[config.mk]
export PLATFORM = sky130hd
export DESIGN_NAME = mem_stage
export DESIGN_NICKNAME = d
export VERILOG_FILES = /design/src/rtl/mem_stage_pkg.sv /design/src/rtl/mem_stage_align.sv /design/src/rtl/mem_stage.sv
export SDC_FILE = /design/constraint.sdc
export NUM_CORES = 1
export LEC_CHECK = 0
export BUFFER_PORTS_ARGS = -buffer_cell sky130_fd_sc_hd__buf_2
export CORE_MARGIN = 5
export CORE_UTILIZATION = 47
export DETAILED_ROUTE_END_ITERATION = 8
export GPL_TIMING_DRIVEN = 0
export MAX_ROUTING_LAYER = met4
export PLACE_DENSITY = 0.78
export SYNTH_ARGS = -nofsm -noshare
export SYNTH_HDL_FRONTEND = slang
export SYNTH_SLANG_ARGS = --single-unit
[constraint.sdc]
create_clock -name clk -period 4.2 [get_ports clk]
set_input_delay 0.42 -clock clk [delete_from_list [all_inputs] [get_ports clk]]
set_output_delay 0.42 -clock clk [all_outputs]
set_load 0.03 [all_outputs]
[src/rtl/mem_stage_pkg.sv]
// Shared types and constants for the memory-access stage.
package mem_stage_pkg;

    typedef logic [31:0] RegBus;
    typedef logic [4:0]  RegAddrBus;
    typedef logic [3:0]  MemOpBus;

    localparam RegBus ZeroWord     = 32'h0000_0000;
    localparam logic  WriteDisable = 1'b0;

    localparam MemOpBus MEM_NOP = 4'd0;
    localparam MemOpBus MEM_LB  = 4'd1;
    localparam MemOpBus MEM_LH  = 4'd2;
    localparam MemOpBus MEM_LW  = 4'd3;
    localparam MemOpBus MEM_LBU = 4'd4;
    localparam MemOpBus MEM_LHU = 4'd5;
    localparam MemOpBus MEM_SB  = 4'd6;
    localparam MemOpBus MEM_SH  = 4'd7;
    localparam MemOpBus MEM_SW  = 4'd8;

    typedef enum logic [1:0] {
        StIdle  = 2'd0,
        StBeat0 = 2'd1,
        StBeat1 = 2'd2,
        StDone  = 2'd3
    } mem_state_e;

    // Access size in bytes; 0 for anything that is not a load or store.
    function automatic logic [2:0] mem_size(input MemOpBus op);
        case (op)
            MEM_LB, MEM_LBU, MEM_SB: mem_size = 3'd1;
            MEM_LH, MEM_LHU, MEM_SH: mem_size = 3'd2;
            MEM_LW, MEM_SW:          mem_size = 3'd4;
            default:                 mem_size = 3'd0;
        endcase
    endfunction

endpackage

[src/rtl/mem_stage_align.sv]
// Combinational lane alignment: byte mask, split detect, store shift, load extract/extend.
module mem_stage_align
    import mem_stage_pkg::*;
(
    input  MemOpBus     op_i,
    input  logic [1:0]  off_i,
    input  RegBus       sdata_i,
    input  logic [63:0] rdata64_i,
    output logic        is_load_o,
    output logic        is_store_o,
    output logic [7:0]  mask8_o,
    output logic        split_o,
    output logic [63:0] sdata64_o,
    output RegBus       ldata_o
);

    logic [2:0] size;
    logic [7:0] base_mask;
    RegBus      raw;

    // Decode op, build masks and shift data into/out of byte lanes.
    always_comb begin
        size       = mem_size(op_i);
        is_load_o  = (op_i >= MEM_LB) && (op_i <= MEM_LHU);
        is_store_o = (op_i >= MEM_SB) && (op_i <= MEM_SW);

        case (size)
            3'd1:    base_mask = 8'h01;
            3'd2:    base_mask = 8'h03;
            3'd4:    base_mask = 8'h0F;
            default: base_mask = 8'h00;
        endcase
        mask8_o = base_mask << off_i;
        split_o = (3'({1'b0, off_i}) + size) > 3'd4;

        sdata64_o = {32'h0, sdata_i} << {off_i, 3'b000};
        raw       = 32'(rdata64_i >> {off_i, 3'b000});

        case (op_i)
            MEM_LB:  ldata_o = {{24{raw[7]}}, raw[7:0]};
            MEM_LH:  ldata_o = {{16{raw[15]}}, raw[15:0]};
            MEM_LW:  ldata_o = raw;
            MEM_LBU: ldata_o = {24'h0, raw[7:0]};
            MEM_LHU: ldata_o = {16'h0, raw[15:0]};
            default: ldata_o = ZeroWord;
        endcase
    end

endmodule

[src/rtl/mem_stage.sv]
// Memory-access stage: issues one or two aligned beats per load/store and stalls upstream.
module mem_stage
    import mem_stage_pkg::*;
#(
    parameter int unsigned ADDR_W = 32
) (
    input  logic              clk,
    input  logic              rst,
    input  logic              w_enable_i,
    input  RegAddrBus         w_addr_i,
    input  RegBus             w_data_i,
    input  MemOpBus           mem_op_i,
    input  logic [ADDR_W-1:0] mem_addr_i,
    input  RegBus             mem_sdata_i,
    output logic              w_enable_o,
    output RegAddrBus         w_addr_o,
    output RegBus             w_data_o,
    output logic              stall_req_o,
    output logic              mem_req_o,
    output logic              mem_we_o,
    output logic [ADDR_W-1:0] mem_addr_o,
    output logic [3:0]        mem_be_o,
    output RegBus             mem_wdata_o,
    input  logic              mem_ready_i,
    input  RegBus             mem_rdata_i
);

    mem_state_e        state_q;
    RegBus             beat0_q;
    RegBus             beat1_q;

    logic              is_load;
    logic              is_store;
    logic              is_mem;
    logic              split;
    logic [7:0]        mask8;
    logic [63:0]       sdata64;
    RegBus             load_data;
    logic              wb_nz;
    logic [ADDR_W-1:0] beat0_addr;
    logic [ADDR_W-1:0] beat1_addr;

    mem_stage_align u_align (
        .op_i       (mem_op_i),
        .off_i      (mem_addr_i[1:0]),
        .sdata_i    (mem_sdata_i),
        .rdata64_i  ({beat1_q, beat0_q}),
        .is_load_o  (is_load),
        .is_store_o (is_store),
        .mask8_o    (mask8),
        .split_o    (split),
        .sdata64_o  (sdata64),
        .ldata_o    (load_data)
    );

    assign is_mem     = is_load || is_store;
    assign wb_nz      = (w_addr_i != '0);
    assign beat0_addr = {mem_addr_i[ADDR_W-1:2], 2'b00};
    assign beat1_addr = beat0_addr + ADDR_W'(4);

    // Beat sequencing; read data is captured on each accepted beat.
    always_ff @(posedge clk) begin
        if (rst) begin
            state_q <= StIdle;
            beat0_q <= ZeroWord;
            beat1_q <= ZeroWord;
        end else begin
            case (state_q)
                StIdle: begin
                    if (is_mem) state_q <= StBeat0;
                end
                StBeat0: begin
                    if (mem_ready_i) begin
                        beat0_q <= mem_rdata_i;
                        state_q <= split ? StBeat1 : StDone;
                    end
                end
                StBeat1: begin
                    if (mem_ready_i) begin
                        beat1_q <= mem_rdata_i;
                        state_q <= StDone;
                    end
                end
                default: state_q <= StIdle;
            endcase
        end
    end

    // Outputs; inputs are held by the stall, so bus fields stay stable while a beat waits.
    always_comb begin
        w_enable_o  = WriteDisable;
        w_addr_o    = '0;
        w_data_o    = ZeroWord;
        stall_req_o = 1'b0;
        mem_req_o   = 1'b0;
        mem_we_o    = 1'b0;
        mem_addr_o  = '0;
        mem_be_o    = 4'h0;
        mem_wdata_o = ZeroWord;
        if (!rst) begin
            w_addr_o = w_addr_i;
            case (state_q)
                StIdle: begin
                    if (is_mem) begin
                        stall_req_o = 1'b1;
                    end else begin
                        w_enable_o = w_enable_i && wb_nz;
                        w_data_o   = wb_nz ? w_data_i : ZeroWord;
                    end
                end
                StBeat0: begin
                    stall_req_o = 1'b1;
                    mem_req_o   = 1'b1;
                    mem_we_o    = is_store;
                    mem_addr_o  = beat0_addr;
                    mem_be_o    = mask8[3:0];
                    mem_wdata_o = sdata64[31:0];
                end
                StBeat1: begin
                    stall_req_o = 1'b1;
                    mem_req_o   = 1'b1;
                    mem_we_o    = is_store;
                    mem_addr_o  = beat1_addr;
                    mem_be_o    = mask8[7:4];
                    mem_wdata_o = sdata64[63:32];
                end
                StDone: begin
                    if (is_load) begin
                        w_enable_o = w_enable_i && wb_nz;
                        w_data_o   = wb_nz ? load_data : ZeroWord;
                    end
                end
                default: ;
            endcase
        end
    end

endmodule

Word level (Yosys, flattened, before mapping)
Memory sizes are Yosys's and may differ from the RTL's.
Index checks and enable logic that the tools add are counted.
Widths: inputs -> output; s select.
{ "totals": {"regBits": 66, "rom_bits": 48, "input_bits": 141, "output_inout_bits": 109, "mem_count": 1} }
{ "op_classes": {"add_sub_neg": 2, "n_lt_le_gt_ge": 5, "eq_ne": 14, "shift": 3, "muxes": 31, "reduce_logical": 10} }
{ "memory_table": {"columns": ["memory", "depth", "width", "rd", "rd_clocked_by_memory_dff", "wr", "line", "rtl"], "rows": [
  ["(no name shown)", 16, 3, 1, 0, 0, "mem_stage_pkg.sv:30", "case (op)"]
]} }
{ "ops": {"columns": ["op", "n"], "rows": [
  ["$mux 32", 7],
  ["$pmux 32 s2", 3],
  ["$pmux 32 s5", 1],
  ["$shl 32x5->64", 1],
  ["$shr 64x5->32", 1],
  ["$add 32x3->32 const B", 1],
  ["$pmux 4 s3", 1],
  ["$mux 1", 10],
  ["$eq 4x2->1 const B", 2],
  ["$eq 4x3->1 const B", 2],
  ["$pmux 4 s2", 1],
  ["$shl 4x2->8", 1],
  ["$mux 2", 3],
  ["$ne 2x2->1 const B", 3],
  ["$pmux 2 s3", 1],
  ["$mux 5", 1],
  ["$reduce_bool 5->1", 1],
  ["$eq 2x2->1 const B", 2],
  ["$eq 4x1->1 const B", 1],
  ["$ge 4x1->1 const B", 1],
  ["$ge 4x3->1 const B", 1],
  ["$le 4x3->1 const B", 1],
  ["$le 4x4->1 const B", 1],
  ["$mux 4", 1],
  ["other kinds (13)", 17]
]} }

Longest topological paths before layout
Gate-level depths: netlist of run 1.
{ "logic_depth": {"depth_word": 6, "depth_mapped": 9, "mapped_depth_nobuf": 8} }

By module
Synthesis of run 1 repeated with hierarchy kept, for this count alone.
{ "unflattened": {"hier_cells": 919, "hier_area_um2": 6622.6} }
{ "by_module_without_submodules": {"columns": ["mod", "instances", "cells_per_inst", "area_per_inst_um2", "seq_area_each_um2"], "rows": [
  ["mem_stage", 1, 642, 4280.4, 1321.3],
  ["mem_stage_align", 1, 277, 2342.2, 0.0]
]} }

Worst setup path before layout of run 1
Ideal clock, no wire load.
{ "synth_path": {"path_type": "register to output", "from": "reg state_q[0]", "to": "out mem_addr_o[10]", "t_arrival_ps": 2519, "t_required_ps": 3780, "path_slack_ps": 1261, "stages_incl_launch_ff": 10, "path_buffers": 2, "path_cell_list": "dfxtp_1 -> inv_1 -> ha_1 -> nand2b_1 -> inv_1 -> and2_1 -> clkbuf_1 -> clkbuf_1 -> nand4_1 -> o21ai_0"} }
{ "synth_between": {"elab_chain_len": 3, "word_cells_on_any_way": 4, "classes_between": "2 x eq/ne; 2 x mux"} }
{ "synth_rtl": {"columns": ["element", "line", "rtl"], "rows": [
  ["from (decl)", "mem_stage.sv:28", "mem_state_e state_q;"],
  ["from (signal assigned)", "mem_stage.sv:64", "state_q <= StIdle;"],
  ["from (signal assigned)", "mem_stage.sv:70", "if (is_mem) state_q <= StBeat0;"],
  ["from (signal assigned)", "mem_stage.sv:75", "state_q <= split ? StBeat1 : StDone;"],
  ["$eq 2x2->1 / $eq 2x1->1 (equally long branches)", "mem_stage.sv:102", "case (state_q)"],
  ["$pmux 32 s2 (*)", "mem_stage.sv:102", null],
  ["$mux 32 (*)", "mem_stage.sv:100", "if (!rst) begin"],
  ["to (decl)", "mem_stage.sv:21", "output logic [ADDR_W-1:0] mem_addr_o,"]
]} }
Mark *: on every way between the ends. The rest lies on a longest branch, timed or not.

Worst setup path in the final report of run 1
{ "layout_path": {"from": "reg state_q[0]", "to": "out w_data_o[15]"} }
{ "layout_between": {"elab_chain_len": 3, "word_cells_on_any_way": 4, "classes_between": "1 x eq/ne; 2 x mux; 1 x reduce/logical"} }
{ "layout_rtl": {"columns": ["element", "line", "rtl"], "rows": [
  ["$eq 2x2->1 / $logic_not 2->1 (equally long branches)", "mem_stage.sv:102", null],
  ["$pmux 32 s2 (*)", "mem_stage.sv:102", null],
  ["$mux 32 (*)", "mem_stage.sv:100", null],
  ["to (decl)", "mem_stage.sv:17", "output RegBus w_data_o,"]
]} }
Marked as above.

==> report_table.html, run 1 <==
<table>
<tr><th>Metric</th><th>Value</th></tr>
<tr><th colspan="2">GRT</th></tr>
<tr><td>GR Util All Layers</td><td>31.86%</td></tr>
<tr><td>Via count of the first global-routing pass</td><td>6,661</td></tr>
<tr><td>Aggregate global routing overflow</td><td>0</td></tr>
<tr><td>Global-route wire length before repair</td><td>35.47 mm</td></tr>
<tr><td>Antenna violations before repair</td><td>0</td></tr>
<tr><td>Largest net degree at the start of global routing</td><td>11</td></tr>
<tr><th colspan="2">Worst setup path</th></tr>
<tr><td>Highest-delay cell along the critical path</td><td>sky130_fd_sc_hd__nor3_2</td></tr>
<tr><td>Total buffers and inverters traversed by the critical path</td><td>4</td></tr>
<tr><td>Largest driver fanout on the critical path</td><td>10</td></tr>
<tr><td>Kind of capture point of the worst setup path</td><td>output pin</td></tr>
<tr><td>Worst path cell trace</td><td>inv_1, ha_1, or2_2, clkbuf_1, nor3_2, buf_2, o2bb2ai_1, buf_2</td></tr>
<tr><td>Worst path arrival time</td><td>between 3 and 4 ns</td></tr>
<tr><td>WP data required</td><td>3.78 ns</td></tr>
<tr><td>Critical Path Stages</td><td>8</td></tr>
<tr><td>Worst setup path start</td><td>state_q[0]$_SDFFE_PP0P_</td></tr>
<tr><td>Startpoint of the lowest-slack register-to-register path</td><td>state_q[0]$_SDFFE_PP0P_</td></tr>
<tr><td>Most prevalent standard cell on the critical path</td><td>sky130_fd_sc_hd__buf_2</td></tr>
<tr><td>Top delay family on crit path</td><td>simple AND/OR/NAND/NOR gates</td></tr>
<tr><td>Crit path launch type</td><td>flop</td></tr>
<tr><td>Delay contributed by the slowest stage of the critical path</td><td>0.67 ns</td></tr>
<tr><td>Endpoint of the most critical setup path</td><td>w_data_o[15]</td></tr>
<tr><td>Setup slack of the most critical reg-to-reg path</td><td>1.86 ns</td></tr>
<tr><td>Critical register-to-register path endpoint</td><td>beat1_q[16]$_SDFFE_PP0P_</td></tr>
<tr><td>Path depth of the worst reg2reg path</td><td>8</td></tr>
<tr><td>Worst setup path category</td><td>flop to output pin</td></tr>
<tr><th colspan="2">Layout</th></tr>
<tr><td>Area overhead of the layout relative to synthesis</td><td>30.45%</td></tr>
<tr><td>Number of nets in the final layout</td><td>between 1,000 and 1,500</td></tr>
<tr><td>Most frequent cells in the layout</td><td>sky130_fd_sc_hd__buf_2, sky130_fd_sc_hd__nand2_1, sky130_fd_sc_hd__a21oi_1</td></tr>
<tr><td>Finished Cell Area</td><td>7355 um^2</td></tr>
<tr><td>Share of final-layout standard cells stronger than drive strength 1</td><td>33.17%</td></tr>
<tr><td>Most common cell after layout, fill and taps aside</td><td>sky130_fd_sc_hd__buf_2</td></tr>
<tr><th colspan="2">Placement</th></tr>
<tr><td>Buffers added on ports</td><td>241</td></tr>
<tr><td>Half-perimeter wire length of the detailed placement result</td><td>18.19 mm</td></tr>
<tr><td>Minimum setup slack after placement</td><td>1.027 ns</td></tr>
<tr><td>Routability congestion estimate from global placement</td><td>1.043</td></tr>
<tr><td>Post-DP Area</td><td>7032 um^2</td></tr>
<tr><th colspan="2">Flow run</th></tr>
<tr><td>Max-cap viol count</td><td>0</td></tr>
<tr><th colspan="2">Floorplanning</th></tr>
<tr><td>Ports</td><td>250</td></tr>
<tr><td>Die W</td><td>approximately 120 um</td></tr>
<tr><td>Die outline area</td><td>between 10,000 and 15,000 um^2</td></tr>
<tr><td>Total number of placement rows</td><td>40</td></tr>
<tr><td>Initial cell density of the core</td><td>47.53%</td></tr>
<tr><td>Standard cell core area</td><td>11,860 um^2</td></tr>
<tr><td>Die H</td><td>119.5 um</td></tr>
<tr><th colspan="2">Clock tree</th></tr>
<tr><td>Count of cells resized by post-cts repair</td><td>0</td></tr>
<tr><td>Clock Pin Slew Worst Setup and Hold Paths</td><td>0.05 ns</td></tr>
<tr><td>Root buffer cell</td><td>sky130_fd_sc_hd__clkbuf_16</td></tr>
<tr><td>Clock buffer depth</td><td>2</td></tr>
<tr><td>Number of hold buffers added after CTS</td><td>0</td></tr>
<tr><td>TritonCTS clock tree</td><td>yes</td></tr>
<tr><td>CTS sink cnt</td><td>58</td></tr>
<tr><td>Number of buffers created by CTS</td><td>9</td></tr>
<tr><td>Buffer count from post-CTS setup fixing</td><td>0</td></tr>
<tr><td>Clock latency on the worst-skew pair</td><td>0.33 ns</td></tr>
<tr><td>CTS HTree Levels</td><td>3</td></tr>
<tr><th colspan="2">Timing</th></tr>
<tr><td>Max Transition Viols Final</td><td>0</td></tr>
<tr><td>Post-layout minimum cycle time</td><td>3.610 ns</td></tr>
<tr><td>Maximum clock frequency</td><td>0.2770 GHz</td></tr>
<tr><td>Period Utilization, post-route</td><td>85.96%</td></tr>
<tr><td>Worst-margin pin slew</td><td>0.7383 ns</td></tr>
<tr><td>Number of endpoints failing setup at the final stage</td><td>0</td></tr>
<tr><td>Clock skew after layout</td><td>roughly 0.0042 ns</td></tr>
<tr><td>Setup tns final</td><td>0 ns</td></tr>
<tr><td>Final number of hold-violating endpoints</td><td>0</td></tr>
<tr><td>Crit path setup slack, layout</td><td>between 0.5 and 0.6 ns</td></tr>
<tr><td>Slew headroom</td><td>50.78%</td></tr>
<tr><td>Setup repair after global routing missed its margin</td><td>no</td></tr>
<tr><th colspan="2">Run status</th></tr>
<tr><td>Status</td><td>completed</td></tr>
<tr><th colspan="2">Pwr</th></tr>
<tr><td>Areal power density over the cells</td><td>410.2 nW/um^2</td></tr>
<tr><td>Leakage power figure</td><td>around 0.0032 uW</td></tr>
<tr><td>Final Power</td><td>roughly 3000 uW</td></tr>
<tr><td>Max VDD drop</td><td>0.3313 mV</td></tr>
<tr><th colspan="2">Logic synthesis</th></tr>
<tr><td>Count of mapped cells out of synthesis</td><td>761</td></tr>
<tr><td>Mux contribution to synthesized area</td><td>between 15 and 20%</td></tr>
<tr><td>Leading register cell type out of synthesis</td><td>sky130_fd_sc_hd__dfxtp_1</td></tr>
<tr><td>Simple logic cell fraction of the synthesized area</td><td>25.83%</td></tr>
<tr><td>Seq cells post-synth</td><td>58</td></tr>
<tr><td>Post-Synthesis Cell Area</td><td>5638 um^2</td></tr>
<tr><td>Adder and majority gate portion of the synthesized area</td><td>1.687%</td></tr>
<tr><td>Number of distinct standard cells referenced by the synthesized netlist</td><td>between 60 and 70</td></tr>
<tr><td>Synth Area in Compound Gates</td><td>26.28%</td></tr>
<tr><td>Asr flop ratio synth</td><td>0%</td></tr>
<tr><td>Synthesis warning total</td><td>0</td></tr>
<tr><td>Number of synthesized flops with an enable pin</td><td>0</td></tr>
<tr><td>Sequential fraction of the synthesis area</td><td>20.59%</td></tr>
<tr><td>Average footprint of a synthesized cell</td><td>7.409 um^2</td></tr>
<tr><td>Synthesized-area fraction occupied by xor and xnor cells</td><td>0.5992%</td></tr>
<tr><td>Largest family of logic cells by synthesized area</td><td>compound AO/OA/AOI/OAI gates</td></tr>
<tr><th colspan="2">Routing</th></tr>
<tr><td>Routed vias/inst</td><td>6.120</td></tr>
<tr><td>Count of vias placed by the detailed router</td><td>7,142</td></tr>
<tr><td>Number of DRC markers in iteration 0</td><td>948</td></tr>
<tr><td>Routed wire per std cell</td><td>20.07 um</td></tr>
<tr><td>DR DRC count</td><td>0</td></tr>
<tr><td>Detail Route Antenna Nets</td><td>0</td></tr>
<tr><td>Total wire length</td><td>about 23 mm</td></tr>
<tr><td>Pre-antenna DRT Iters</td><td>7</td></tr>
<tr><th colspan="2">Worst hold path</th></tr>
<tr><td>Worst Hold Class</td><td>primary input to flop</td></tr>
</table>
## kinds of logic (layout without fill, tap and decap cells)
family,Yosys count,in the layout
AND/OR/NAND/NOR,305,305
multiplexers,60,60
buffers and inverters,86,343
flip-flops,58,58
AO/OA/AOI/OAI,241,241
other,1,3
XOR/XNOR,3,3
adder cells (fa/ha/maj),7,7
## state kept, by name, indices dropped and copies added (netlist names)
name	count
beat0_q	32
beat1_q	24
state_q	2
## layer usage
metal	track usage [%]	wire length, um
met4	12.38	975
met3	4.665	2379
met2	53.28	11300
met1	39.03	8775
met5	-	0
## power breakdown
| part | switching [uW] | total (uW) | internal (uW) | leakage [uW] |
|---|---|---|---|---|
| clock | 258 | 790 | 533 | 0.000156 |
| combinational | 1020 | 1520 | 502 | 0.00260 |
| sequential | 76.8 | 706 | 629 | 0.000471 |
| total | 1350 | 3020 | 1660 | 0.00323 |
## worst min path at each step
stage,from,end,cells after the start
floorplan,beat1_q[16]$_SDFFE_PP0P_,beat1_q[16]$_SDFFE_PP0P_,2
global placement,beat1_q[19]$_SDFFE_PP0P_,beat1_q[19]$_SDFFE_PP0P_,2
detailed placement,beat0_q[2]$_SDFFE_PP0P_,beat0_q[2]$_SDFFE_PP0P_,2
CTS,mem_rdata_i[25],beat0_q[25]$_SDFFE_PP0P_,3
global route,mem_rdata_i[25],beat0_q[25]$_SDFFE_PP0P_,3
finish,mem_rdata_i[25],beat0_q[25]$_SDFFE_PP0P_,3
## worst reg2reg max path: cells and delay by family (launching register included)
family,cells,cell delay (ns)
and+or+nand+nor,2,0.31
DFF,1,0.34
buffers and inverters,4,1.30
AOI/OAI and AO/OA,1,0.16
adders and majority gates,1,0.15
## cells in the mapped netlist, types with 3 or more instances
master / number / area share (%)
sky130_fd_sc_hd__nand2_1: 149 / 9.9
sky130_fd_sc_hd__a21oi_1: 87 / 7.7
sky130_fd_sc_hd__o21ai_0: 59 / 5.2
sky130_fd_sc_hd__dfxtp_1: 58 / 21
sky130_fd_sc_hd__nor2_1: 56 / 3.7
sky130_fd_sc_hd__clkbuf_1: 44 / 2.9
sky130_fd_sc_hd__mux4_2: 31 / 12
sky130_fd_sc_hd__a22oi_1: 26 / 3.5
sky130_fd_sc_hd__buf_2: 19 / 1.7
sky130_fd_sc_hd__mux2i_1: 18 / 3.2
sky130_fd_sc_hd__nor3b_1: 17 / 2.3
sky130_fd_sc_hd__a211o_1: 16 / 2.5
sky130_fd_sc_hd__nor2b_1: 16 / 1.8
sky130_fd_sc_hd__a31oi_1: 14 / 1.6
sky130_fd_sc_hd__nand4_1: 12 / 1.3
sky130_fd_sc_hd__nand3_1: 11 / 0.98
sky130_fd_sc_hd__and2_1: 10 / 1.1
sky130_fd_sc_hd__inv_1: 10 / 0.67
sky130_fd_sc_hd__mux2_2: 10 / 2.0
sky130_fd_sc_hd__o2bb2ai_1: 8 / 1.2
sky130_fd_sc_hd__a211oi_1: 7 / 0.93
sky130_fd_sc_hd__a41oi_1: 6 / 0.93
sky130_fd_sc_hd__and3_1: 6 / 0.67
sky130_fd_sc_hd__ha_1: 6 / 1.3
sky130_fd_sc_hd__buf_4: 5 / 0.67
sky130_fd_sc_hd__nor3_1: 5 / 0.44
sky130_fd_sc_hd__or3_1: 4 / 0.44
sky130_fd_sc_hd__a21o_1: 3 / 0.40
sky130_fd_sc_hd__buf_1: 3 / 0.20
sky130_fd_sc_hd__buf_6: 3 / 0.60
sky130_fd_sc_hd__o31ai_1: 3 / 0.40
## per-stage QoR
step,hold WS (ns),instances,utilization [%]
finish,0.3269,1167,62.00
detailed placement,0.4474,1150,59.28
floorplan,0.4332,762,-
CTS,0.3230,1166,61.98
global placement,0.4407,1150,59.28
global route,0.3448,1166,61.98
## layout make-up
cell class | instances | area (um^2)
Fill cell | 1103 | 4507
Multi-Input combinational cell | 618 | 4091
Timing Repair Buffer | 241 | 1206
Sequential cell | 58 | 1161
Buffer | 75 | 347.8
Clock buffer | 11 | 242.7
Tap cell | 147 | 183.9
Clock inverter | 5 | 77.57
Inverter | 11 | 41.29
Antenna cell | 1 | 2.502
Note: power is estimated with default switching activity, not from simulation.
==> inputs of run 2 (changes only) <==
Settings changed: CORE_ASPECT_RATIO set to 1.5, CTS_CLUSTER_SIZE set to 12.
==> run 2 against run 1 <==
  * Clock skew is 0.0013 ns higher
  * First-iteration DRC count is 40% lower
  * Die area is 0.31% higher
  * Count of clock-buffer cells in the layout is 3 higher
  * Worst setup slack better by 0.15 ns
  * Sequential share of layout area hardly changed
  * Global-route usage is 1.0 points higher
  * Sequential power hardly changed
  * Utilization is 0.31 points lower
  * Critical path depth stayed put
  * Combinational power hardly changed
  * Total power is 1.2% lower
  * Critical endpoint is now w_data_o[21]
  * Largest power group unchanged
==> report_table.html, run 2 (synthesis gave the netlist of run 1 again) <==
<table>
<tr><th>Metric</th><th>Value</th></tr>
<tr><th colspan="2">Timing</th></tr>
<tr><td>Post-layout minimum cycle time</td><td>3.460 ns (-0.1502 ns)</td></tr>
<tr><td>Number of endpoints failing setup at the final stage</td><td>0 (unchanged)</td></tr>
<tr><td>Worst hold margin</td><td>0.3269 ns (+0.00009100 ns)</td></tr>
<tr><td>Maximum clock frequency</td><td>0.2890 GHz (+4.3%)</td></tr>
<tr><td>Setup repair after global routing missed its margin</td><td>no</td></tr>
<tr><td>Max Transition Viols Final</td><td>0 (unchanged)</td></tr>
<tr><td>Setup tns final</td><td>0 ns (unchanged)</td></tr>
<tr><td>Worst-margin pin slew</td><td>0.7506 ns (+0.01231 ns)</td></tr>
<tr><td>Slew headroom</td><td>49.96% (-0.82 points)</td></tr>
<tr><td>Crit path setup slack, layout</td><td>0.7398 ns (+0.1502 ns)</td></tr>
<tr><td>Final number of hold-violating endpoints</td><td>0 (unchanged)</td></tr>
<tr><td>Period Utilization, post-route</td><td>82.39% (-3.6 points)</td></tr>
<tr><td>Clock skew after layout</td><td>0.005469 ns (+0.001277 ns)</td></tr>
<tr><th colspan="2">Routing</th></tr>
<tr><td>Routed vias/inst</td><td>6.168 (+0.79%)</td></tr>
<tr><td>Routed wire per std cell</td><td>20.61 um (+2.7%)</td></tr>
<tr><td>DR DRC count</td><td>0 (unchanged)</td></tr>
<tr><td>Count of vias placed by the detailed router</td><td>7,229 (+1.2%)</td></tr>
<tr><td>Detail Route Antenna Nets</td><td>0 (unchanged)</td></tr>
<tr><td>Number of DRC markers in iteration 0</td><td>565 (-40%)</td></tr>
<tr><td>Pre-antenna DRT Iters</td><td>5 (-2)</td></tr>
<tr><td>Total wire length</td><td>24.16 mm (+3.1%)</td></tr>
<tr><th colspan="2">Floorplanning</th></tr>
<tr><td>Ports</td><td>250 (unchanged)</td></tr>
<tr><td>Initial cell density of the core</td><td>47.40% (-0.13 points)</td></tr>
<tr><td>Die H</td><td>144.1 um (+21%)</td></tr>
<tr><td>Total number of placement rows</td><td>49 (+23%)</td></tr>
<tr><td>Die W</td><td>99.43 um (-17%)</td></tr>
<tr><td>Die outline area</td><td>14,330 um^2 (+0.31%)</td></tr>
<tr><td>Standard cell core area</td><td>11,890 um^2 (+0.27%)</td></tr>
<tr><th colspan="2">Clock tree</th></tr>
<tr><td>Root buffer cell</td><td>sky130_fd_sc_hd__clkbuf_16</td></tr>
<tr><td>Count of cells resized by post-cts repair</td><td>0 (unchanged)</td></tr>
<tr><td>Clock buffer depth</td><td>2 (unchanged)</td></tr>
<tr><td>TritonCTS clock tree</td><td>yes</td></tr>
<tr><td>CTS sink cnt</td><td>58 (unchanged)</td></tr>
<tr><td>Buffer count from post-CTS setup fixing</td><td>0 (unchanged)</td></tr>
<tr><td>Clock latency on the worst-skew pair</td><td>0.33 ns (about the same)</td></tr>
<tr><td>Clock Pin Slew Worst Setup and Hold Paths</td><td>0.05 ns (about the same)</td></tr>
<tr><td>CTS HTree Levels</td><td>3 (unchanged)</td></tr>
<tr><td>Number of buffers created by CTS</td><td>9 (unchanged)</td></tr>
<tr><td>Number of hold buffers added after CTS</td><td>0 (unchanged)</td></tr>
<tr><th colspan="2">Worst setup path</th></tr>
<tr><td>Top delay family on crit path</td><td>buffers and inverters</td></tr>
<tr><td>Worst path cell trace</td><td>inv_1, ha_1, or2_2, clkbuf_1, nor3_2, buf_2, a211o_1, buf_2</td></tr>
<tr><td>WP data required</td><td>3.78 ns (about the same)</td></tr>
<tr><td>Kind of capture point of the worst setup path</td><td>output pin</td></tr>
<tr><td>Largest driver fanout on the critical path</td><td>10 (unchanged)</td></tr>
<tr><td>Crit path launch type</td><td>flop</td></tr>
<tr><td>Worst path arrival time</td><td>3.04 ns (-0.15 ns)</td></tr>
<tr><td>Highest-delay cell along the critical path</td><td>sky130_fd_sc_hd__nor3_2</td></tr>
<tr><td>Worst setup path category</td><td>flop to output pin</td></tr>
<tr><td>Total buffers and inverters traversed by the critical path</td><td>4 (unchanged)</td></tr>
<tr><td>Delay contributed by the slowest stage of the critical path</td><td>0.55 ns (-0.12 ns)</td></tr>
<tr><td>Most prevalent standard cell on the critical path</td><td>sky130_fd_sc_hd__buf_2</td></tr>
<tr><th colspan="2">Worst hold path</th></tr>
<tr><td>Worst Hold Class</td><td>primary input to flop</td></tr>
<tr><th colspan="2">Placement</th></tr>
<tr><td>Routability congestion estimate from global placement</td><td>0.9664 (-7.3%)</td></tr>
<tr><td>Buffers added on ports</td><td>241 (unchanged)</td></tr>
<tr><td>Half-perimeter wire length of the detailed placement result</td><td>18.92 mm (+4.0%)</td></tr>
<tr><td>Minimum setup slack after placement</td><td>0.9164 ns (-0.1105 ns)</td></tr>
<tr><td>Post-DP Area</td><td>7039 um^2 (+0.11%)</td></tr>
<tr><th colspan="2">GRT</th></tr>
<tr><td>GR Util All Layers</td><td>32.90% (+1.0 points)</td></tr>
<tr><td>Aggregate global routing overflow</td><td>0 (unchanged)</td></tr>
<tr><td>Antenna violations before repair</td><td>0 (unchanged)</td></tr>
<tr><td>Global-route wire length before repair</td><td>35.91 mm (+1.3%)</td></tr>
<tr><td>Largest net degree at the start of global routing</td><td>11 (unchanged)</td></tr>
<tr><td>Via count of the first global-routing pass</td><td>6,906 (+3.7%)</td></tr>
<tr><th colspan="2">Layout</th></tr>
<tr><td>Finished Cell Area</td><td>7338 um^2 (-0.22%)</td></tr>
<tr><td>Most flops, register</td><td>beat0_q</td></tr>
<tr><td>Area overhead of the layout relative to synthesis</td><td>30.16%</td></tr>
<tr><td>Regs by FF count</td><td>beat0_q (32), beat1_q (24), state_q (2)</td></tr>
<tr><td>Number of diodes added for antenna fixing</td><td>0 (-1)</td></tr>
<tr><td>Final core area utilization</td><td>61.70% (-0.31 points)</td></tr>
<tr><td>Most frequent cells in the layout</td><td>sky130_fd_sc_hd__buf_2, sky130_fd_sc_hd__nand2_1, sky130_fd_sc_hd__a21oi_1</td></tr>
<tr><td>Number of nets in the final layout</td><td>1,162 (unchanged)</td></tr>
<tr><td>Most common cell after layout, fill and taps aside</td><td>sky130_fd_sc_hd__buf_2</td></tr>
<tr><td>Flip-flop count of the largest register, all copies and words added</td><td>32 (unchanged)</td></tr>
<tr><td>Share of final-layout standard cells stronger than drive strength 1</td><td>32.97% (-0.20 points)</td></tr>
<tr><th colspan="2">Pwr</th></tr>
<tr><td>Max VDD drop</td><td>0.3213 mV (-3.0%)</td></tr>
<tr><td>Leakage power figure</td><td>0.003221 uW (-0.27%)</td></tr>
<tr><td>Areal power density over the cells</td><td>406.2 nW/um^2 (-0.98%)</td></tr>
<tr><th colspan="2">Run status</th></tr>
<tr><td>Status</td><td>completed</td></tr>
<tr><th colspan="2">Flow run</th></tr>
<tr><td>Max-cap viol count</td><td>0 (unchanged)</td></tr>
</table>
-- run 2: layer usage --
metal / share of wire, % / vias up / wire, um / track usage, %
met5: 0 / - / 0 / -
met4: 6.0 / 0 / 1446 / 18.92
met3: 9.9 / 123 / 2391 / 4.199
met2: 51 / 525 / 12310 / 57.83
met1: 33 / 3292 / 8009 / 35.45
li1: - / 3289 / - / -
-- run 2: worst min-delay path: stages --
cell                      delay (ns)
sky130_fd_sc_hd__buf_2          0.09
sky130_fd_sc_hd__nand2_1        0.04
sky130_fd_sc_hd__a21oi_1        0.05
-- run 2: final cells by class --
cell class | instances | area (um^2)
plain buffers | 75 | 347.8
clock buffers | 14 | 264.0
clock inverters | 2 | 35.03
fillers | 1136 | 4556
inverters | 11 | 41.29
multi-input cells | 618 | 4091
flip-flops and latches | 58 | 1161
well taps | 153 | 191.4
repair buffers | 241 | 1206
-- run 2: final timing paths --
path / start / slack, ns / depth (start not counted) / endpoint
max: state_q[0]$_SDFFE_PP0P_ / 0.74 / 8 / w_data_o[21]
max reg2reg: state_q[0]$_SDFFE_PP0P_ / 1.85 / 8 / beat1_q[6]$_SDFFE_PP0P_
min reg2reg: beat0_q[0]$_SDFFE_PP0P_ / 0.46 / 2 / beat0_q[0]$_SDFFE_PP0P_
min: mem_rdata_i[27] / 0.33 / 3 / beat0_q[27]$_SDFFE_PP0P_
-- run 2: where the power goes --
| part | leakage, uW | total [uW] | switching, uW | internal, uW |
|---|---|---|---|---|
| clock network | 0.000147 | 743 | 252 | 491 |
| registers | 0.000471 | 708 | 78.4 | 629 |
| logic | 0.00260 | 1530 | 1030 | 501 |
-- run 2: stage by stage --
stage	instances	power, uW
4_1_cts	1172	2950
2_1_floorplan	762	1723
3_5_place_dp	1156	2217
6_report	1172	2981
5_1_grt	1172	3115
3_3_place_gp	1156	2197
==> inputs of run 3 (changes only) <==
Settings changed: CORE_UTILIZATION 47 to 44, PLACE_DENSITY 0.78 to 0.76.
Clock period 4.2 ns to 2.83 ns, I/O delays scaled along.
==> run 3 against run 2 <==
  * Worst setup slack got worse by 0.67 ns
  * Via count barely moved
  * Combinational power rose by 57%
  * First-iteration DRC count fell by 9.0%
  * Global-route usage fell by 0.074 points
  * Utilization fell by 0.85 points
  * Largest cell class unchanged
==> report_table.html, run 3 (synthesis gave the netlist of run 1 again) <==
<table>
<tr><th>Metric</th><th>Value</th></tr>
<tr><th colspan="2">Worst setup path</th></tr>
<tr><td>Worst path arrival time</td><td>2.47 ns (-0.57 ns)</td></tr>
<tr><td>Startpoint of the lowest-slack register-to-register path</td><td>state_q[0]$_SDFFE_PP0P_</td></tr>
<tr><td>Critical register-to-register path endpoint</td><td>beat1_q[15]$_SDFFE_PP0P_</td></tr>
<tr><td>Delay contributed by the slowest stage of the critical path</td><td>0.36 ns (-0.19 ns)</td></tr>
<tr><td>Top delay family on crit path</td><td>buffers and inverters</td></tr>
<tr><td>Setup slack of the most critical reg-to-reg path</td><td>0.62 ns (-1.23 ns)</td></tr>
<tr><td>Crit path launch type</td><td>flop</td></tr>
<tr><td>Worst setup path category</td><td>flop to output pin</td></tr>
<tr><td>Worst path cell trace</td><td>inv_2, ha_4, or2_2, clkbuf_2, nor3_4, buf_2, a211o_1, buf_6</td></tr>
<tr><td>Kind of capture point of the worst setup path</td><td>output pin</td></tr>
<tr><td>Critical Path Stages</td><td>8 (unchanged)</td></tr>
<tr><td>Endpoint of the most critical setup path</td><td>w_data_o[19]</td></tr>
<tr><td>Worst setup path start</td><td>state_q[0]$_SDFFE_PP0P_</td></tr>
<tr><td>Path depth of the worst reg2reg path</td><td>7 (-1)</td></tr>
<tr><td>Largest driver fanout on the critical path</td><td>10 (unchanged)</td></tr>
<tr><td>WP data required</td><td>2.55 ns (-1.23 ns)</td></tr>
<tr><td>Total buffers and inverters traversed by the critical path</td><td>4 (unchanged)</td></tr>
<tr><td>Highest-delay cell along the critical path</td><td>sky130_fd_sc_hd__dfxtp_4</td></tr>
<tr><th colspan="2">Floorplanning</th></tr>
<tr><td>Die W</td><td>102.4 um (+3.0%)</td></tr>
<tr><td>Die outline area</td><td>15,220 um^2 (+6.2%)</td></tr>
<tr><td>Ports</td><td>250 (unchanged)</td></tr>
<tr><td>Die H</td><td>148.6 um (+3.1%)</td></tr>
<tr><td>Initial cell density of the core</td><td>45.06% (-2.3 points)</td></tr>
<tr><td>Standard cell core area</td><td>12,510 um^2 (+5.2%)</td></tr>
<tr><td>Total number of placement rows</td><td>50 (+2.0%)</td></tr>
<tr><th colspan="2">Timing</th></tr>
<tr><td>Clock skew after layout</td><td>0.006360 ns (+0.0008912 ns)</td></tr>
<tr><td>Number of endpoints failing setup at the final stage</td><td>0 (unchanged)</td></tr>
<tr><td>Max Transition Viols Final</td><td>0 (unchanged)</td></tr>
<tr><td>Period Utilization, post-route</td><td>between 90 and 100%</td></tr>
<tr><td>Post-layout minimum cycle time</td><td>approximately 2.8 ns</td></tr>
<tr><td>Setup tns final</td><td>0 ns (unchanged)</td></tr>
<tr><td>Slew headroom</td><td>30.90% (-19 points)</td></tr>
<tr><td>Final number of hold-violating endpoints</td><td>0 (unchanged)</td></tr>
<tr><td>Maximum clock frequency</td><td>between 0.3 and 0.4 GHz</td></tr>
<tr><td>Crit path setup slack, layout</td><td>0.07426 ns (-0.6655 ns)</td></tr>
<tr><td>Worst-margin pin slew</td><td>1.037 ns (+0.2859 ns)</td></tr>
<tr><th colspan="2">GRT</th></tr>
<tr><td>GR Util All Layers</td><td>32.82% (-0.074 points)</td></tr>
<tr><td>Largest net degree at the start of global routing</td><td>11 (unchanged)</td></tr>
<tr><td>Aggregate global routing overflow</td><td>0 (unchanged)</td></tr>
<tr><td>Global-route wire length before repair</td><td>37.60 mm (+4.7%)</td></tr>
<tr><td>Via count of the first global-routing pass</td><td>7,110 (+3.0%)</td></tr>
<tr><td>Antenna violations before repair</td><td>0 (unchanged)</td></tr>
<tr><th colspan="2">Placement</th></tr>
<tr><td>Routability congestion estimate from global placement</td><td>0.9967 (+3.1%)</td></tr>
<tr><td>Post-DP Area</td><td>7043 um^2 (about the same)</td></tr>
<tr><td>Buffers added on ports</td><td>241 (unchanged)</td></tr>
<tr><td>Minimum setup slack after placement</td><td>-0.2462 ns (-1.163 ns)</td></tr>
<tr><td>Half-perimeter wire length of the detailed placement result</td><td>19.46 mm (+2.9%)</td></tr>
<tr><th colspan="2">Clock tree</th></tr>
<tr><td>CTS sink cnt</td><td>58 (unchanged)</td></tr>
<tr><td>Clock buffer depth</td><td>2 (unchanged)</td></tr>
<tr><td>Number of hold buffers added after CTS</td><td>0 (unchanged)</td></tr>
<tr><td>CTS HTree Levels</td><td>3 (unchanged)</td></tr>
<tr><td>Clock Pin Slew Worst Setup and Hold Paths</td><td>0.05 ns (about the same)</td></tr>
<tr><td>Number of buffers created by CTS</td><td>9 (unchanged)</td></tr>
<tr><td>Clock latency on the worst-skew pair</td><td>0.34 ns (about the same)</td></tr>
<tr><td>TritonCTS clock tree</td><td>yes</td></tr>
<tr><td>Root buffer cell</td><td>sky130_fd_sc_hd__clkbuf_16</td></tr>
<tr><th colspan="2">Layout</th></tr>
<tr><td>Most frequent cells in the layout</td><td>sky130_fd_sc_hd__buf_2, sky130_fd_sc_hd__nand2_1, sky130_fd_sc_hd__a21oi_1</td></tr>
<tr><td>Number of fill cells</td><td>1,226 (+7.9%)</td></tr>
<tr><td>Regs by FF count</td><td>beat0_q (32), beat1_q (24), state_q (2)</td></tr>
<tr><td>Most flops, register</td><td>beat0_q</td></tr>
<tr><td>Share of final-layout standard cells stronger than drive strength 1</td><td>36.70% (+3.7 points)</td></tr>
<tr><td>Number of diodes added for antenna fixing</td><td>0 (unchanged)</td></tr>
<tr><td>Number of nets in the final layout</td><td>1,162 (unchanged)</td></tr>
<tr><td>Area overhead of the layout relative to synthesis</td><td>35.04%</td></tr>
<tr><td>Area of all sequential standard cells</td><td>1169 um^2 (+0.65%)</td></tr>
<tr><td>Flip-flop count of the largest register, all copies and words added</td><td>32 (unchanged)</td></tr>
<tr><td>Most common cell after layout, fill and taps aside</td><td>sky130_fd_sc_hd__buf_2</td></tr>
<tr><td>Total area of multi-input combinational cells</td><td>4217 um^2 (+3.1%)</td></tr>
<tr><td>Finished Cell Area</td><td>7614 um^2 (+3.8%)</td></tr>
<tr><th colspan="2">Pwr</th></tr>
<tr><td>Leakage power figure</td><td>0.003382 uW (+5.0%)</td></tr>
<tr><td>Max VDD drop</td><td>0.4227 mV (+32%)</td></tr>
<tr><td>Areal power density over the cells</td><td>614.6 nW/um^2 (+51%)</td></tr>
<tr><th colspan="2">Routing</th></tr>
<tr><td>DR DRC count</td><td>0 (unchanged)</td></tr>
<tr><td>Detail Route Antenna Nets</td><td>0 (unchanged)</td></tr>
<tr><td>Pre-antenna DRT Iters</td><td>8 (+3)</td></tr>
<tr><td>Count of vias placed by the detailed router</td><td>7,226 (-0.041%)</td></tr>
<tr><td>Total wire length</td><td>25.18 mm (+4.2%)</td></tr>
<tr><td>Routed wire per std cell</td><td>21.43 um (+4.0%)</td></tr>
<tr><td>Routed vias/inst</td><td>6.150 (-0.30%)</td></tr>
<tr><td>Number of DRC markers in iteration 0</td><td>514 (-9.0%)</td></tr>
<tr><th colspan="2">Run status</th></tr>
<tr><td>Status</td><td>completed</td></tr>
<tr><th colspan="2">Flow run</th></tr>
<tr><td>Max-cap viol count</td><td>0 (unchanged)</td></tr>
<tr><th colspan="2">Worst hold path</th></tr>
<tr><td>Worst Hold Class</td><td>primary input to flop</td></tr>
</table>
[run 3: cell count changes in the layout (fill, tap and decap cells not counted), sizes merged]
cell	previous run	this run
clkbuf	59	53
buf	271	275
clkinvlp	0	2
bufinv	1	2
clkinv	2	1
[run 3: power by group]
group          leakage [uW]  switching [uW]  internal [uW]
Clock              0.000165             389            840
Combinational       0.00275            1580            814
Sequential         0.000472             110            942
Total               0.00338            2080           2600
[run 3: repair_timing]
item                                    CTS  global route
resized for setup                        42            29
cloned                                    0             0
buffers inserted                          3             0
endpoints found under the setup margin   65            70
pin swaps                                 3             6
[run 3: worst min path at each step]
stage / from / to / slack [ns] / depth (start not counted)
after global routing: mem_rdata_i[1] / beat0_q[1]$_SDFFE_PP0P_ / 0.21 / 3
after global placement: beat1_q[18]$_SDFFE_PP0P_ / beat1_q[18]$_SDFFE_PP0P_ / 0.44 / 2
after floorplan: mem_rdata_i[0] / beat0_q[0]$_SDFFE_PP0P_ / 0.42 / 2
after CTS: mem_rdata_i[26] / beat0_q[26]$_SDFFE_PP0P_ / 0.18 / 3
after detailed placement: beat1_q[20]$_SDFFE_PP0P_ / beat1_q[20]$_SDFFE_PP0P_ / 0.44 / 2
final: mem_rdata_i[26] / beat0_q[26]$_SDFFE_PP0P_ / 0.18 / 3
[run 3: worst min-delay path, stage by stage]
cell and delay (ns):
sky130_fd_sc_hd__buf_2 0.10, sky130_fd_sc_hd__nand2_1 0.04, sky130_fd_sc_hd__a21oi_1 0.05
[run 3: metal layers]
metal | global-route usage (%) | wire [um] | vias to the layer above
met4 | 18.19 | 1522 | 0
met5 | - | 0 | -
li1 | - | - | 3296
met1 | 34.93 | 8310 | 3333
met3 | 5.631 | 2622 | 121
met2 | 56.44 | 12720 | 476
[run 3: per-stage QoR]
stage | power [uW] | instances | hold slack, ns | utilization [%]
global placement | 3304 | 1159 | 0.4402 | 56.29
finish | 4679 | 1175 | 0.1820 | 60.85
global route | 4885 | 1175 | 0.2116 | 60.85
CTS | 4613 | 1176 | 0.1806 | 60.25
detailed placement | 3322 | 1159 | 0.4437 | 56.29
floorplan | 2557 | 762 | 0.4190 | -
[run 3: cell type report]
type | count | share of cell area, %
clock buffer | 12 | 3.500
buffer | 72 | 5.012
tap | 156 | 2.564
multi-input combinational | 618 | 55.38
clock inverter | 4 | 0.9532
timing repair buffer | 244 | 16.65
sequential | 58 | 15.35
inverter | 11 | 0.5916
